===== config.mk =====
export PLATFORM = sky130hd
export DESIGN_NAME = id_stage
export DESIGN_NICKNAME = d
export VERILOG_FILES = /design/src/rtl/cpu_pkg.sv /design/src/rtl/id_decoder.sv /design/src/rtl/id_stage.sv
export SDC_FILE = /design/constraint.sdc
export NUM_CORES = 1
export LEC_CHECK = 0
export ABC_AREA = 1
export ABC_CLOCK_PERIOD_IN_PS = 1800
export BUFFER_PORTS_ARGS = -buffer_cell sky130_fd_sc_hd__buf_2
export CAP_MARGIN = 20
export CORE_AREA = 5 5 82 84
export DETAILED_ROUTE_END_ITERATION = 8
export DIE_AREA = 0 0 87 89
export PLACE_DENSITY = 0.79
export REMOVE_ABC_BUFFERS = 1
export SYNTH_ARGS = -nofsm -noshare
export SYNTH_HDL_FRONTEND = slang
export SYNTH_HIERARCHICAL = 1
export SYNTH_SLANG_ARGS = --single-unit

===== constraint.sdc =====
create_clock -name clk -period 1.8 [get_ports clk]
set_input_delay 0.09 -clock clk [delete_from_list [all_inputs] [get_ports clk]]
set_output_delay 0.09 -clock clk [all_outputs]
set_load 0.02 [all_outputs]

===== src/rtl/cpu_pkg.sv =====
// Shared definitions for the 8-bit five-stage CPU: widths, opcodes,
// instruction field positions and the ID/EX pipeline bundle.
package cpu_pkg;

   localparam int DW = 8;
   localparam int AW = 3;
   localparam int IW = 16;

   localparam logic [3:0] OP_NOP  = 4'd0;
   localparam logic [3:0] OP_ADD  = 4'd1;
   localparam logic [3:0] OP_SUB  = 4'd2;
   localparam logic [3:0] OP_AND  = 4'd3;
   localparam logic [3:0] OP_OR   = 4'd4;
   localparam logic [3:0] OP_ADDI = 4'd5;
   localparam logic [3:0] OP_LW   = 4'd6;
   localparam logic [3:0] OP_SW   = 4'd7;
   localparam logic [3:0] OP_BEQ  = 4'd8;

   localparam int OP_HI  = 15;
   localparam int OP_LO  = 12;
   localparam int RD_HI  = 11;
   localparam int RD_LO  = 9;
   localparam int RS_HI  = 8;
   localparam int RS_LO  = 6;
   localparam int RT_HI  = 5;
   localparam int RT_LO  = 3;
   localparam int IMM_HI = 5;
   localparam int IMM_LO = 0;
   localparam int IMM_W  = IMM_HI - IMM_LO + 1;

   typedef struct packed {
      logic regwrite;
      logic memread;
      logic memwrite;
      logic branch;
   } ctrl_t;

   typedef struct packed {
      logic          valid;
      logic [3:0]    op;
      logic [AW-1:0] rd;
      logic [AW-1:0] rs;
      logic [AW-1:0] rt;
      logic [DW-1:0] a;
      logic [DW-1:0] b;
      logic [DW-1:0] imm;
      logic [DW-1:0] pc;
      ctrl_t         ctrl;
   } idex_t;

endpackage


===== src/rtl/id_decoder.sv =====
// Combinational opcode decode: control bits, second-source selection and
// immediate sign-extension for the ID stage.
module id_decoder
   import cpu_pkg::*;
(
   input  logic [IW-1:0] instr,
   output logic [3:0]    op,
   output ctrl_t         ctrl,
   output logic          is_nop,
   output logic          rt_is_src,
   output logic [AW-1:0] rt_addr,
   output logic [DW-1:0] imm
);

   logic is_rtype;
   logic is_itype;

   assign op        = instr[OP_HI:OP_LO];
   assign is_rtype  = (op >= OP_ADD) && (op <= OP_OR);
   assign is_itype  = (op >= OP_ADDI) && (op <= OP_BEQ);
   assign is_nop    = ~(is_rtype | is_itype);
   assign rt_is_src = is_rtype | (op == OP_SW) | (op == OP_BEQ);

   // SW and BEQ carry their second source in the destination slot.
   assign rt_addr = is_rtype ? instr[RT_HI:RT_LO] : instr[RD_HI:RD_LO];
   assign imm     = {{(DW-IMM_W){instr[IMM_HI]}}, instr[IMM_HI:IMM_LO]};

   always_comb begin
      ctrl          = '0;
      ctrl.regwrite = (op >= OP_ADD) && (op <= OP_LW);
      ctrl.memread  = (op == OP_LW);
      ctrl.memwrite = (op == OP_SW);
      ctrl.branch   = (op == OP_BEQ);
   end

endmodule


===== src/rtl/id_stage.sv =====
// Instruction-decode stage: register reads, load-use hazard detection and the
// ID/EX register. Define ID_WB_BYPASS_EN to forward a same-cycle WB write.
module id_stage #(
   parameter int DW = cpu_pkg::DW,
   parameter int AW = cpu_pkg::AW,
   parameter int IW = cpu_pkg::IW
) (
   input  logic          clk,
   input  logic          rst,
   input  logic          if_valid,
   input  logic [IW-1:0] if_instr,
   input  logic [DW-1:0] if_pc,
   input  logic          flush,
   input  logic          ex_ready,
   output logic [AW-1:0] rf_rs_addr,
   output logic [AW-1:0] rf_rt_addr,
   input  logic [DW-1:0] rf_rs_data,
   input  logic [DW-1:0] rf_rt_data,
`ifdef ID_WB_BYPASS_EN
   input  logic          wb_we,
   input  logic [AW-1:0] wb_addr,
   input  logic [DW-1:0] wb_data,
`endif
   output logic          id_stall,
   output logic          ex_valid,
   output logic [3:0]    ex_op,
   output logic [AW-1:0] ex_rd,
   output logic [AW-1:0] ex_rs,
   output logic [AW-1:0] ex_rt,
   output logic [DW-1:0] ex_a,
   output logic [DW-1:0] ex_b,
   output logic [DW-1:0] ex_imm,
   output logic [DW-1:0] ex_pc,
   output logic          ex_regwrite,
   output logic          ex_memread,
   output logic          ex_memwrite,
   output logic          ex_branch,
   output logic [7:0]    hazard_cnt
);
   import cpu_pkg::*;

   logic [3:0]    op;
   ctrl_t         ctrl;
   logic          is_nop;
   logic          rt_is_src;
   logic [AW-1:0] rs;
   logic [AW-1:0] rt;
   logic [AW-1:0] rd;
   logic [DW-1:0] imm;
   logic [DW-1:0] a_in;
   logic [DW-1:0] b_in;
   logic          hazard;
   idex_t         q;
   logic [7:0]    hcnt;

   id_decoder u_dec (
      .instr     (if_instr),
      .op        (op),
      .ctrl      (ctrl),
      .is_nop    (is_nop),
      .rt_is_src (rt_is_src),
      .rt_addr   (rt),
      .imm       (imm)
   );

   assign rs         = if_instr[RS_HI:RS_LO];
   assign rd         = if_instr[RD_HI:RD_LO];
   assign rf_rs_addr = rs;
   assign rf_rt_addr = rt;

`ifdef ID_WB_BYPASS_EN
   assign a_in = (wb_we && (wb_addr == rs)) ? wb_data : rf_rs_data;
   assign b_in = (wb_we && (wb_addr == rt)) ? wb_data : rf_rt_data;
`else
   assign a_in = rf_rs_data;
   assign b_in = rf_rt_data;
`endif

   // A load in EX whose target is read by the instruction in ID.
   assign hazard = q.valid & q.ctrl.memread & if_valid & ~is_nop &
                   ((rs == q.rd) | (rt_is_src & (rt == q.rd)));
   assign id_stall = ~rst & (hazard | ~ex_ready);

   always_ff @(posedge clk or posedge rst) begin
      if (rst) begin
         q    <= '0;
         hcnt <= '0;
      end else if (flush) begin
         q.valid <= 1'b0;
         q.ctrl  <= '0;
      end else if (ex_ready) begin
         if (hazard) begin
            q.valid <= 1'b0;
            q.ctrl  <= '0;
            if (hcnt != 8'hFF) hcnt <= hcnt + 8'd1;
         end else begin
            q.valid <= if_valid;
            q.op    <= op;
            q.rd    <= rd;
            q.rs    <= rs;
            q.rt    <= rt;
            q.a     <= a_in;
            q.b     <= b_in;
            q.imm   <= imm;
            q.pc    <= if_pc;
            q.ctrl  <= if_valid ? ctrl : '0;
         end
      end
   end

   assign ex_valid    = q.valid;
   assign ex_op       = q.op;
   assign ex_rd       = q.rd;
   assign ex_rs       = q.rs;
   assign ex_rt       = q.rt;
   assign ex_a        = q.a;
   assign ex_b        = q.b;
   assign ex_imm      = q.imm;
   assign ex_pc       = q.pc;
   assign ex_regwrite = q.ctrl.regwrite;
   assign ex_memread  = q.ctrl.memread;
   assign ex_memwrite = q.ctrl.memwrite;
   assign ex_branch   = q.ctrl.branch;
   assign hazard_cnt  = hcnt;

endmodule


==> run_results.csv, run 1 <==
group,metric,value,unit
clock_network,clock_latency,0.33,ns
sta,fin_crit_sh,93.5,%
synthesis,avgSynthCellArea,8.02,sq um
setup_path,path_class,"reg -> out",
clock_network,cts_made_buffers,9,
routing,postRouteAntennaNets,0,
floorplan,initial_core_util,48.3,%
floorplan,ios,110,
setup_path,crit_fanout,5,
grt,grt_first_pass_wirelength,12400,microns
clock_network,numClockSinks,58,
synthesis,synth.top_cell.area_share,51.4,%
sta,slew_viol_final,0,
synthesis,synthXorXnorAreaFrac,2.17,%
synthesis,ys_types,22,
cells_and_area,multi_input_area,1100,sq um
cells_and_area,fin_cells,563,
outcome,status,"finished clean",
sta,period_minus_slack,1.68,ns
grt,grt_usage,20.6,%
synthesis,synthAdderAreaFrac,0.443,%
routing,wl_met1,3130,microns
synthesis,syn-cell-area,2820,sq um
cells_and_area,antennaDiodeCount,0,
floorplan,dieWidth,87,microns
sta,finClkSkew,0.00971,ns
grt,antenna_found_initial,0,
sta,rsz0062_at_grt,"false",
grt,grt_pass1_vias,2745,
placement,dp_hpwl,5150,microns
setup_path,ff2ff_path_depth,9,
sta,fin_tns_setup,0,ns
grt,grt-ovfl-total,0,
pwr,ir_drop,0.585,mV
routing,routed_via_density,4.83,
synthesis,synthTopCellsByArea,"dfrtp_1, nand2_1, nand3_1",
floorplan,die_h,89,microns
routing,dr.pass1.iters,4,
setup_path,required,1.71,ns
synthesis,synth_top_family_by_area,"simple AND/OR/NAND/NOR gates",
cells_and_area,seqCellArea,1450,sq um
routing,top_layer,"met4",
sta,slew_headroom,63.4,%
routing,drt_iter0_drc,126,
worst_hold_path,worst_hold_path.num_cells,3,
setup_path,worstSetupStartpointType,"register",
placement,gp_congestion,0.828,
synthesis,ys_warn_count,6,
synthesis,synthMuxAreaShare,0,%
grt,grt_max_degree,50,
clock_network,clk_pin_slew,0.06,ns
cells_and_area,fill_cells,511,
synthesis,synth-compound-area-share,1.42,%
floorplan,die-area,7740,sq um
cells_and_area,nets,529,
sta,tightest_slew,0.548,ns
routing,drt_wl_total,7630,microns
clock_network,clk_path_buf_depth,2,
pwr,power.leakage,2.24,nW
routing,route.met2.wl,3830,microns
routing,route.met3.wl,506,microns
sta,clock.fmax,594,MHz
synthesis,syn_inst,352,
synthesis,synthSimpleGateAreaFrac,34.8,%
clock_network,h-tree-depth,3,
synthesis,ys_seq_area_share,51.4,%
placement,io_buffers,109,
pwr,powerDensity,923,nW/um^2
routing,drc,0,
synthesis,synth-seq-cells,58,
placement,placed_cells,517,
worst_hold_path,hold_path.class,"in -> reg",
floorplan,core_area,5850,sq um
synthesis,synth_largest_area_cell,"dfrtp_1",
cells_and_area,drive_above_1_share,30.7,%
flow_run,cap_viol_max_count,0,
sta,worst_hold_slack,0.0154,ns
sta,hold_violations,0,
clock_network,cts_tree,"yes",
cells_and_area,syn_to_final_growth,37.4,%
routing,vias,2718,
pwr,total_power,3.58,mW
setup_path,crit_arrival,1.59,ns
setup_path,cp-end-kind,"output port",
sta,final-setup-viol-count,0,
clock_network,clockRootBuffer,"clkbuf_8",
floorplan,rows,28,
routing,avgRoutedWirePerCell,13.6,microns
-- power by group --
part | total [mW] | switching, mW | internal (mW)
clock | 1.33 | 0.513 | 0.813
sequential | 1.51 | 0.0750 | 1.43
combinational | 0.747 | 0.464 | 0.283
-- routing by layer --
layer  vias to the layer above  global-route usage (%)
met2                        86                    35.7
met4                         0                    9.07
met1                      1260                    24.1
li1                       1359                       -
met3                        13                    5.16
met5                         -                       0
-- cell usage in the layout, fill, tap and decap left out --
master / synthesis / routed
nand2_1: 151 / 151
buf_2: 5 / 108
dfrtp_1: 58 / 57
nand3_1: 53 / 53
dlygate4sd3_1: 0 / 27
inv_1: 15 / 14
nor2_1: 13 / 13
buf_4: 16 / 13
clkbuf_8: 0 / 10
o21ai_0: 6 / 6
nand4_1: 6 / 6
xor2_1: 5 / 5
nand2_2: 4 / 4
xnor2_1: 2 / 2
bufinv_16: 0 / 2
clkinv_2: 0 / 2
buf_12: 0 / 2
nor2_4: 1 / 2
nor2_2: 2 / 1
a21oi_1: 2 / 1
a21oi_2: 0 / 1
inv_2: 1 / 1
ha_1: 1 / 1
clkinvlp_4: 0 / 1
clkbuf_1: 1 / 1
dfrtp_2: 0 / 1
inv_4: 0 / 1
nand3_2: 1 / 1
nor3_1: 1 / 1
-- what timing repair did --
action                                  in CTS  in global routing
setup buffers                                0                  3
hold buffers                                27                  0
gates resized for setup                      0                  5
endpoints found under the setup margin       0                  1
hold endpoints to repair                    50                  0
-- metrics by stage --
step | util [%] | worst slack [ns] | cell area, sq um
3_5_place_dp | 57.3 | 0.00743 | 3350
6_report | 66.3 | 0.116 | 3880
5_1_grt | 66.3 | 0.0157 | 3880
3_3_place_gp | 57.3 | 0.0459 | 3350
2_1_floorplan | - | -0.523 | 2610
4_1_cts | 65.7 | 0.0470 | 3840
-- cells in the mapped netlist, drive strengths merged --
library cell	number
ha	1
clkbuf	1
buf	29
nor3	1
nand4	6
dfrtp	58
inv	16
nand3	54
xnor2	2
o21ai	6
xor2	5
a21oi	2
nor2	16
nand2	155
-- registers in the layout (all words and copies together), names as in the netlist --
name / count
ex_op: 4
ex_imm: 8
ex_memwrite: 1
ex_rs: 3
ex_regwrite: 1
ex_b: 8
ex_valid: 1
ex_rd: 3
hazard_cnt: 8
ex_pc: 8
ex_rt: 3
ex_a: 8
ex_branch: 1
ex_memread: 1
-- worst paths after layout --
check                                   start            end  slack (ns)
worst max-delay path                 ex_rd[2]       id_stall        0.12
worst min-delay path            rf_rt_data[1]        ex_b[1]        0.02
worst max register to register  hazard_cnt[0]  hazard_cnt[2]        0.26
worst min register to register        ex_b[4]        ex_b[4]        0.46
max in group asynchronous                 rst       ex_rd[1]        0.82
min in group asynchronous                 rst       ex_op[3]        0.40
-- final cells by class --
type,instances,share of cell area (%)
Inverter,16,1.61
Clock inverter,5,2.00
Tap cell,75,2.42
Clock buffer,11,3.64
Timing Repair Buffer,150,24.4
Multi-Input combinational cell,248,28.5
Sequential cell,58,37.4
-- logic make-up after synthesis --
| family | count (synthesis) |
|---|---|
| simple gates | 232 |
| xor+xnor | 7 |
| fa+ha+maj | 1 |
| compound gates | 8 |
| flops | 58 |
| buf+inv | 46 |
-- critical path, stage by stage (launching register included) --
cell and delay [ns]:
dfrtp_1 0.43, inv_1 0.10, nand2_1 0.06, nand2_1 0.05, nand3_1 0.12, nand2_2 0.13, nand2_2 0.10, a21oi_2 0.14
buf_4 0.15
No activity file was read; power rests on OpenSTA's default activity.
==> run 2: changes to the inputs <==
--- a/config.mk
+++ b/config.mk
@@ -5,14 +5,13 @@
 export SDC_FILE = /design/constraint.sdc
 export NUM_CORES = 1
 export LEC_CHECK = 0
-export ABC_AREA = 1
 export ABC_CLOCK_PERIOD_IN_PS = 1800
 export BUFFER_PORTS_ARGS = -buffer_cell sky130_fd_sc_hd__buf_2
 export CAP_MARGIN = 20
 export CORE_AREA = 5 5 82 84
 export DETAILED_ROUTE_END_ITERATION = 8
 export DIE_AREA = 0 0 87 89
-export PLACE_DENSITY = 0.79
+export PLACE_DENSITY = 0.77
 export REMOVE_ABC_BUFFERS = 1
 export SYNTH_ARGS = -nofsm -noshare
 export SYNTH_HDL_FRONTEND = slang
==> run 2 against run 1 <==
  * Global-route usage grew 0.45 points
  * Synthesized area shrank 3.7%
  * Largest power group unchanged
  * Clock skew shrank 0.0028 ns
  * Critical path depth grew 3
  * Sequential cell count is the same
  * Wire length grew 9.0%
  * Sequential power grew 3%
  * Critical path type is now in -> out
  * The run now ends with negative setup slack left
  * Maximum frequency shrank 21%
  * Setup slack lost 0.46 ns
  * Highest routed layer unchanged
  * Critical endpoint unchanged
  * Total power grew 14%
  * Clock power grew 9%
  * Final cell count shrank 20%
==> run_results.csv, run 2 <==
group,metric,value,unit
synthesis,synth_edf_count,0,
floorplan,ios,110,
synthesis,synth-seq-cells,58,
routing,drc,0,
outcome,violations,"negative setup slack",
sta,slew_headroom,71.8,%
cells_and_area,drive_above_1_share,64.3,%
floorplan,initial_core_util,46.5,%
grt,grt_max_degree,43,
worst_hold_path,worst_hold_path.num_cells,2,
routing,postRouteAntennaNets,0,
setup_path,path_cells,"buf_8 > o21a_1 > nor3_4 > mux2_4 > xnor2_2 > nand4_1 > buf_4 > buf_6 > a21o_1 > a21oi_2 > buf_4",
synthesis,synthTopCellsByArea,"dfrtp_1, mux2_2, buf_4",
floorplan,die-area,7740,sq um
setup_path,cp-end-kind,"output port",
grt,grt-ovfl-total,0,
cells_and_area,syn_to_final_growth,63.5,%
clock_network,numClockSinks,58,
clock_network,cts_made_buffers,9,
setup_path,required,1.71,ns
clock_network,clockRootBuffer,"clkbuf_8",
pwr,ir_drop,0.823,mV
sta,hold_violations,0,
clock_network,clk_pin_slew,0.06,ns
routing,dr.pass1.iters,4,
clock_network,clk_path_buf_depth,2,
sta,clock.fmax,467,MHz
cells_and_area,final_common_cell,"buf_2",
placement,dp_hpwl,4790,microns
sta,setup_slack,-0.343,ns
placement,placed_cells,388,
setup_path,crit_fanout,3,
synthesis,avgSynthCellArea,13.7,sq um
cells_and_area,stdcell_area,4450,sq um
sta,finClkSkew,0.00689,ns
synthesis,ys_seq_area_share,53.4,%
synthesis,ys_types,39,
flow_run,cap_viol_max_count,0,
clock_network,clock_latency,0.34,ns
sta,fin_crit_sh,119,%
worst_hold_path,hold_path.class,"in -> reg",
outcome,status,"finished with violations",
synthesis,async_reset_ff_share,100,%
sta,fin_tns_setup,-12.28,ns
grt,grt_first_pass_wirelength,12200,microns
setup_path,crit_path_max_incr_delay,0.35,ns
sta,period_minus_slack,2.14,ns
routing,vias,2239,
cells_and_area,fill_cells,360,
routing,avgRoutedWirePerCell,18.5,microns
worst_hold_path,min_from,"if_pc[3]",
setup_path,path_class,"in -> out",
floorplan,die_h,89,microns
floorplan,rows,28,
synthesis,ys_warn_count,6,
synthesis,syn_inst,199,
sta,worst_hold_slack,0.00650,ns
cells_and_area,nets,416,
placement,io_buffers,109,
setup_path,crit_path_frequent_cell,"buf_4",
cells_and_area,final_cell_mix,"buf_2, dfrtp_1, mux2_4",
synthesis,syn-cell-area,2720,sq um
clock_network,cts_tree,"yes",
grt,grt_pass1_vias,2434,
setup_path,reg2reg_setup_slack,-0.27,ns
setup_path,worstReg2RegEnd,"ex_pc[7]",
cells_and_area,antennaDiodeCount,0,
setup_path,worstSetupStartpointType,"input port",
sta,rsz0062_at_grt,"true",
synthesis,synth.top_cell.area_share,53.4,%
grt,grt_usage,21.0,%
routing,routed_via_density,4.98,
sta,final-setup-viol-count,59,
synthesis,ys.flop_type,"dfrtp_1",
grt,antenna_found_initial,0,
floorplan,core_area,5850,sq um
clock_network,h-tree-depth,3,
synthesis,synth_largest_area_cell,"dfrtp_1",
setup_path,slowest_stage,"mux2_4",
synthesis,synth.most_common_cell,"dfrtp_1",
setup_path,rr_startpoint,"ex_rd[1]",
floorplan,dieWidth,87,microns
pwr,powerDensity,922,nW/um^2
routing,drt_wl_total,8320,microns
synthesis,yosys-top-cells-count,"dfrtp_1, mux2_2, buf_4",
setup_path,ff2ff_path_depth,8,
placement,gp_congestion,0.798,
sta,tightest_slew,0.423,ns
routing,drt_iter0_drc,121,
sta,slew_viol_final,0,
placement,post-place-ws,-0.577,ns
setup_path,crit_arrival,2.05,ns
worst_hold_path,hold_end,"ex_pc[3]",
pwr,power.leakage,2.32,nW
placement,post_dp_cell_area,3420,sq um
cells_and_area,fin_cells,450,
==> run 2: cell types whose count changed after synthesis, sizes merged, moves of 8 or more <==
cell   before  now
nor2       16    2
inv        16    2
nand2     155   10
nand3      54    4
mux2        0   49
buf        29   21
==> run 2: metrics by stage <==
| stage | power [mW] | utilization (%) |
|---|---|---|
| floorplan | 2.04 | - |
| CTS | 4.03 | 73.3 |
| detailed placement | 2.41 | 58.5 |
| global route | 4.26 | 76.0 |
| finish | 4.10 | 76.0 |
| global placement | 2.38 | 58.5 |
==> run 2: how the worst max path moves through the flow <==
stage / startpoint / end / slack (ns) / cells past startpoint
2_1_floorplan: if_instr[12] / ex_a[1] / -1.50 / 7
3_5_place_dp: if_instr[13] / hazard_cnt[1] / -0.58 / 9
5_1_grt: if_instr[13] / id_stall / -0.45 / 11
6_report: if_instr[13] / id_stall / -0.34 / 11
4_1_cts: if_instr[13] / id_stall / -0.31 / 11
3_3_place_gp: if_instr[13] / hazard_cnt[1] / -0.49 / 9
==> run 2: cells by family after synthesis <==
kind of cell             share of synthesized area, %
flip-flops                                       53.4
adder cells (fa/ha/maj)                         0.460
multiplexers                                     21.5
XOR/XNOR                                         4.51
buffers and inverters                            6.58
AO/OA/AOI/OAI                                    5.84
AND/OR/NAND/NOR                                  7.73
==> run 2: area by class of cell <==
cell class	count	area [sq um]	area share (%)
clock buffers	10	128	2.87
clock inverters	6	105	2.36
inverters	2	7.51	0.169
multi-input cells	117	1360	30.5
flip-flops and latches	58	1450	32.6
well taps	75	93.8	2.11
repair buffers	182	1310	29.4
==> run 2: worst max-delay path: cells and delay by family <==
family	cells	cell delay, ns
buffers and inverters	4	0.55
AND/OR/NAND/NOR	2	0.39
AO/OA/AOI/OAI	3	0.52
multiplexers	1	0.35
XOR/XNOR	1	0.15
==> run 2: repair_timing <==
action                                  in CTS  in global routing
buffers inserted                            11                  9
gates cloned                                 3                  1
gates resized for setup                     43                 45
hold buffers                                28                  0
pin swaps                                    8                 13
endpoints found under the hold margin       43                  0
endpoints found under the setup margin      54                 59
==> run 2: per-layer routing <==
layer | track usage [%] | share of wire (%) | vias up | wire length, microns
met5 | 0 | 0 | - | 0
met4 | 10.1 | 2.7 | 0 | 228
met3 | 5.25 | 6.3 | 16 | 525
met2 | 36.6 | 51 | 88 | 4250
met1 | 24.3 | 40 | 1101 | 3310
li1 | - | - | 1034 | -
==> run 2: report_power, final <==
| group | total (mW) | internal [mW] | switching [mW] | leakage [nW] |
|---|---|---|---|---|
| clock network | 1.45 | 0.913 | 0.534 | 0.120 |
| logic | 1.10 | 0.557 | 0.543 | 1.50 |
| registers | 1.56 | 1.46 | 0.0969 | 0.709 |
==> run 3: changes to the inputs <==
--- a/config.mk
+++ b/config.mk
@@ -13,6 +13,7 @@
 export DIE_AREA = 0 0 87 89
 export PLACE_DENSITY = 0.77
 export REMOVE_ABC_BUFFERS = 1
+export SETUP_SLACK_MARGIN = 0.5
 export SYNTH_ARGS = -nofsm -noshare
 export SYNTH_HDL_FRONTEND = slang
 export SYNTH_HIERARCHICAL = 1
==> run 3 against run 2 <==
  * The flow still finishes with violations (negative setup slack)
  * Utilization increased by 2.7 points
  * Wire length increased by 0.12%
  * Final area up 3.6%
  * Via count is 2.3% higher
  * Combinational power rose by 5%
==> run_results.csv, run 3 (synthesis gave the netlist of run 2 again) <==
group,metric,value,unit
setup_path,crit_fanout,5,
clock_network,clk_path_buf_depth,2,
pwr,ir_drop,0.805,mV
placement,gp_congestion,0.798,
outcome,status,"finished with violations",
grt,grt_usage,20.8,%
clock_network,clockRootBuffer,"clkbuf_8",
routing,postRouteAntennaNets,0,
setup_path,worstReg2RegEnd,"ex_a[1]",
cells_and_area,final_common_cell,"buf_2",
setup_path,worstSetupStartpointType,"register",
sta,period_minus_slack,2.11,ns
floorplan,ios,110,
setup_path,path_class,"reg -> out",
sta,fin_crit_sh,117,%
sta,rsz0062_at_grt,"true",
placement,placed_cells,388,
cells_and_area,nets,425,
cells_and_area,final_cell_mix,"buf_2, dfrtp_1, mux2_4",
placement,io_buffers,109,
cells_and_area,final_util,78.7,%
setup_path,cp-end-kind,"output port",
cells_and_area,drive_above_1_share,65.6,%
grt,antenna_found_initial,0,
setup_path,required,1.71,ns
clock_network,clk_pin_slew,0.06,ns
worst_hold_path,hold_path.class,"in -> reg",
placement,dp_hpwl,4790,microns
floorplan,initial_core_util,46.5,%
pwr,total_power,4.16,mW
routing,drt_iter0_drc,100,
sta,tightest_slew,0.490,ns
worst_hold_path,min_from,"if_pc[3]",
setup_path,ff2ff_path_depth,9,
setup_path,rr_startpoint,"ex_rd[1]",
setup_path,reg2reg_setup_slack,-0.24,ns
floorplan,die-area,7740,sq um
pwr,power.leakage,2.39,nW
grt,grt_pass1_vias,2442,
clock_network,cts_tree,"yes",
clock_network,clock_latency,0.33,ns
floorplan,core_area,5850,sq um
sta,finClkSkew,0.00751,ns
floorplan,dieWidth,87,microns
worst_hold_path,worst_hold_path.num_cells,2,
cells_and_area,antennaDiodeCount,0,
routing,vias,2290,
worst_hold_path,hold_end,"ex_pc[3]",
routing,dr.pass1.iters,4,
floorplan,rows,28,
routing,avgRoutedWirePerCell,18.1,microns
clock_network,h-tree-depth,3,
routing,drt_wl_total,8330,microns
clock_network,numClockSinks,58,
pwr,powerDensity,902,nW/um^2
flow_run,cap_viol_max_count,0,
setup_path,crit_arrival,2.02,ns
sta,final-setup-viol-count,58,
grt,grt_max_degree,43,
grt,grt_first_pass_wirelength,12200,microns
floorplan,die_h,89,microns
sta,clock.fmax,474,MHz
sta,slew_headroom,67.4,%
outcome,violations,"negative setup slack",
cells_and_area,fin_cells,459,
routing,routed_via_density,4.99,
routing,drc,0,
cells_and_area,syn_to_final_growth,69.4,%
clock_network,cts_made_buffers,9,
grt,grt-ovfl-total,0,
sta,slew_viol_final,0,
sta,hold_violations,0,
sta,setup_slack,-0.311,ns
run 3: cell types whose count changed in the layout (fill, tap and decap cells not counted), moves of 2 or more:
| cell | before | now |
|---|---|---|
| buf_2 | 106 | 103 |
| buf_16 | 0 | 3 |
| buf_6 | 11 | 20 |
| buf_4 | 29 | 31 |
run 3: power breakdown:
group	switching (mW)	internal, mW
Combinational	0.553	0.600
Sequential	0.0987	1.46
Clock	0.532	0.913
run 3: repair_timing:
item,in CTS,in global routing
cloned,3,0
endpoints found under the hold margin,43,0
pin swaps,12,10
hold buffers,28,0
setup buffers,15,9
gates resized for setup,54,44
setup endpoints to repair,62,62
run 3: area by class of cell:
cell class                      instances  area (sq um)
Multi-Input combinational cell        117          1370
Clock inverter                          6           105
Timing Repair Buffer                  191          1450
Fill cell                             324          1240
Inverter                                2          7.51
Clock buffer                           10           128
Tap cell                               75          93.8
Sequential cell                        58          1450
run 3: worst max-delay path by stage:
| stage | from | end | slack (ns) | cells past startpoint |
|---|---|---|---|---|
| after floorplan | if_instr[12] | ex_a[1] | -1.50 | 7 |
| after global placement | if_instr[13] | hazard_cnt[1] | -0.49 | 9 |
| after detailed placement | if_instr[13] | hazard_cnt[1] | -0.58 | 9 |
| after CTS | if_instr[13] | id_stall | -0.31 | 11 |
| after global routing | ex_rd[1] | id_stall | -0.38 | 6 |
| final | ex_rd[1] | id_stall | -0.31 | 6 |
run 3: metal layers:
metal | vias to the layer above | part of all wire (%) | track usage, %
li1 | 1054 | - | -
met1 | 1150 | 41 | 25.6
met2 | 78 | 52 | 35.1
met3 | 8 | 5.9 | 5.25
met4 | 0 | 0.83 | 8.92
met5 | - | 0 | 0
run 3: worst max-delay path: stages (launching register included):
cell and delay [ns]:
dfrtp_1 0.44, xor2_1 0.19, or3_4 0.44, buf_4 0.17, a21o_1 0.18, a21oi_2 0.12
buf_4 0.15
run 3: per-stage QoR:
step	TNS, ns	hold WS (ns)	worst slack [ns]	area (sq um)
floorplan	-74.01	0.180	-1.50	2550
global placement	-25.50	0.104	-0.487	3420
detailed placement	-30.43	0.101	-0.577	3420
CTS	-12.38	0.00143	-0.307	4360
global route	-14.12	0.00796	-0.379	4610
finish	-10.99	0.0205	-0.311	4610
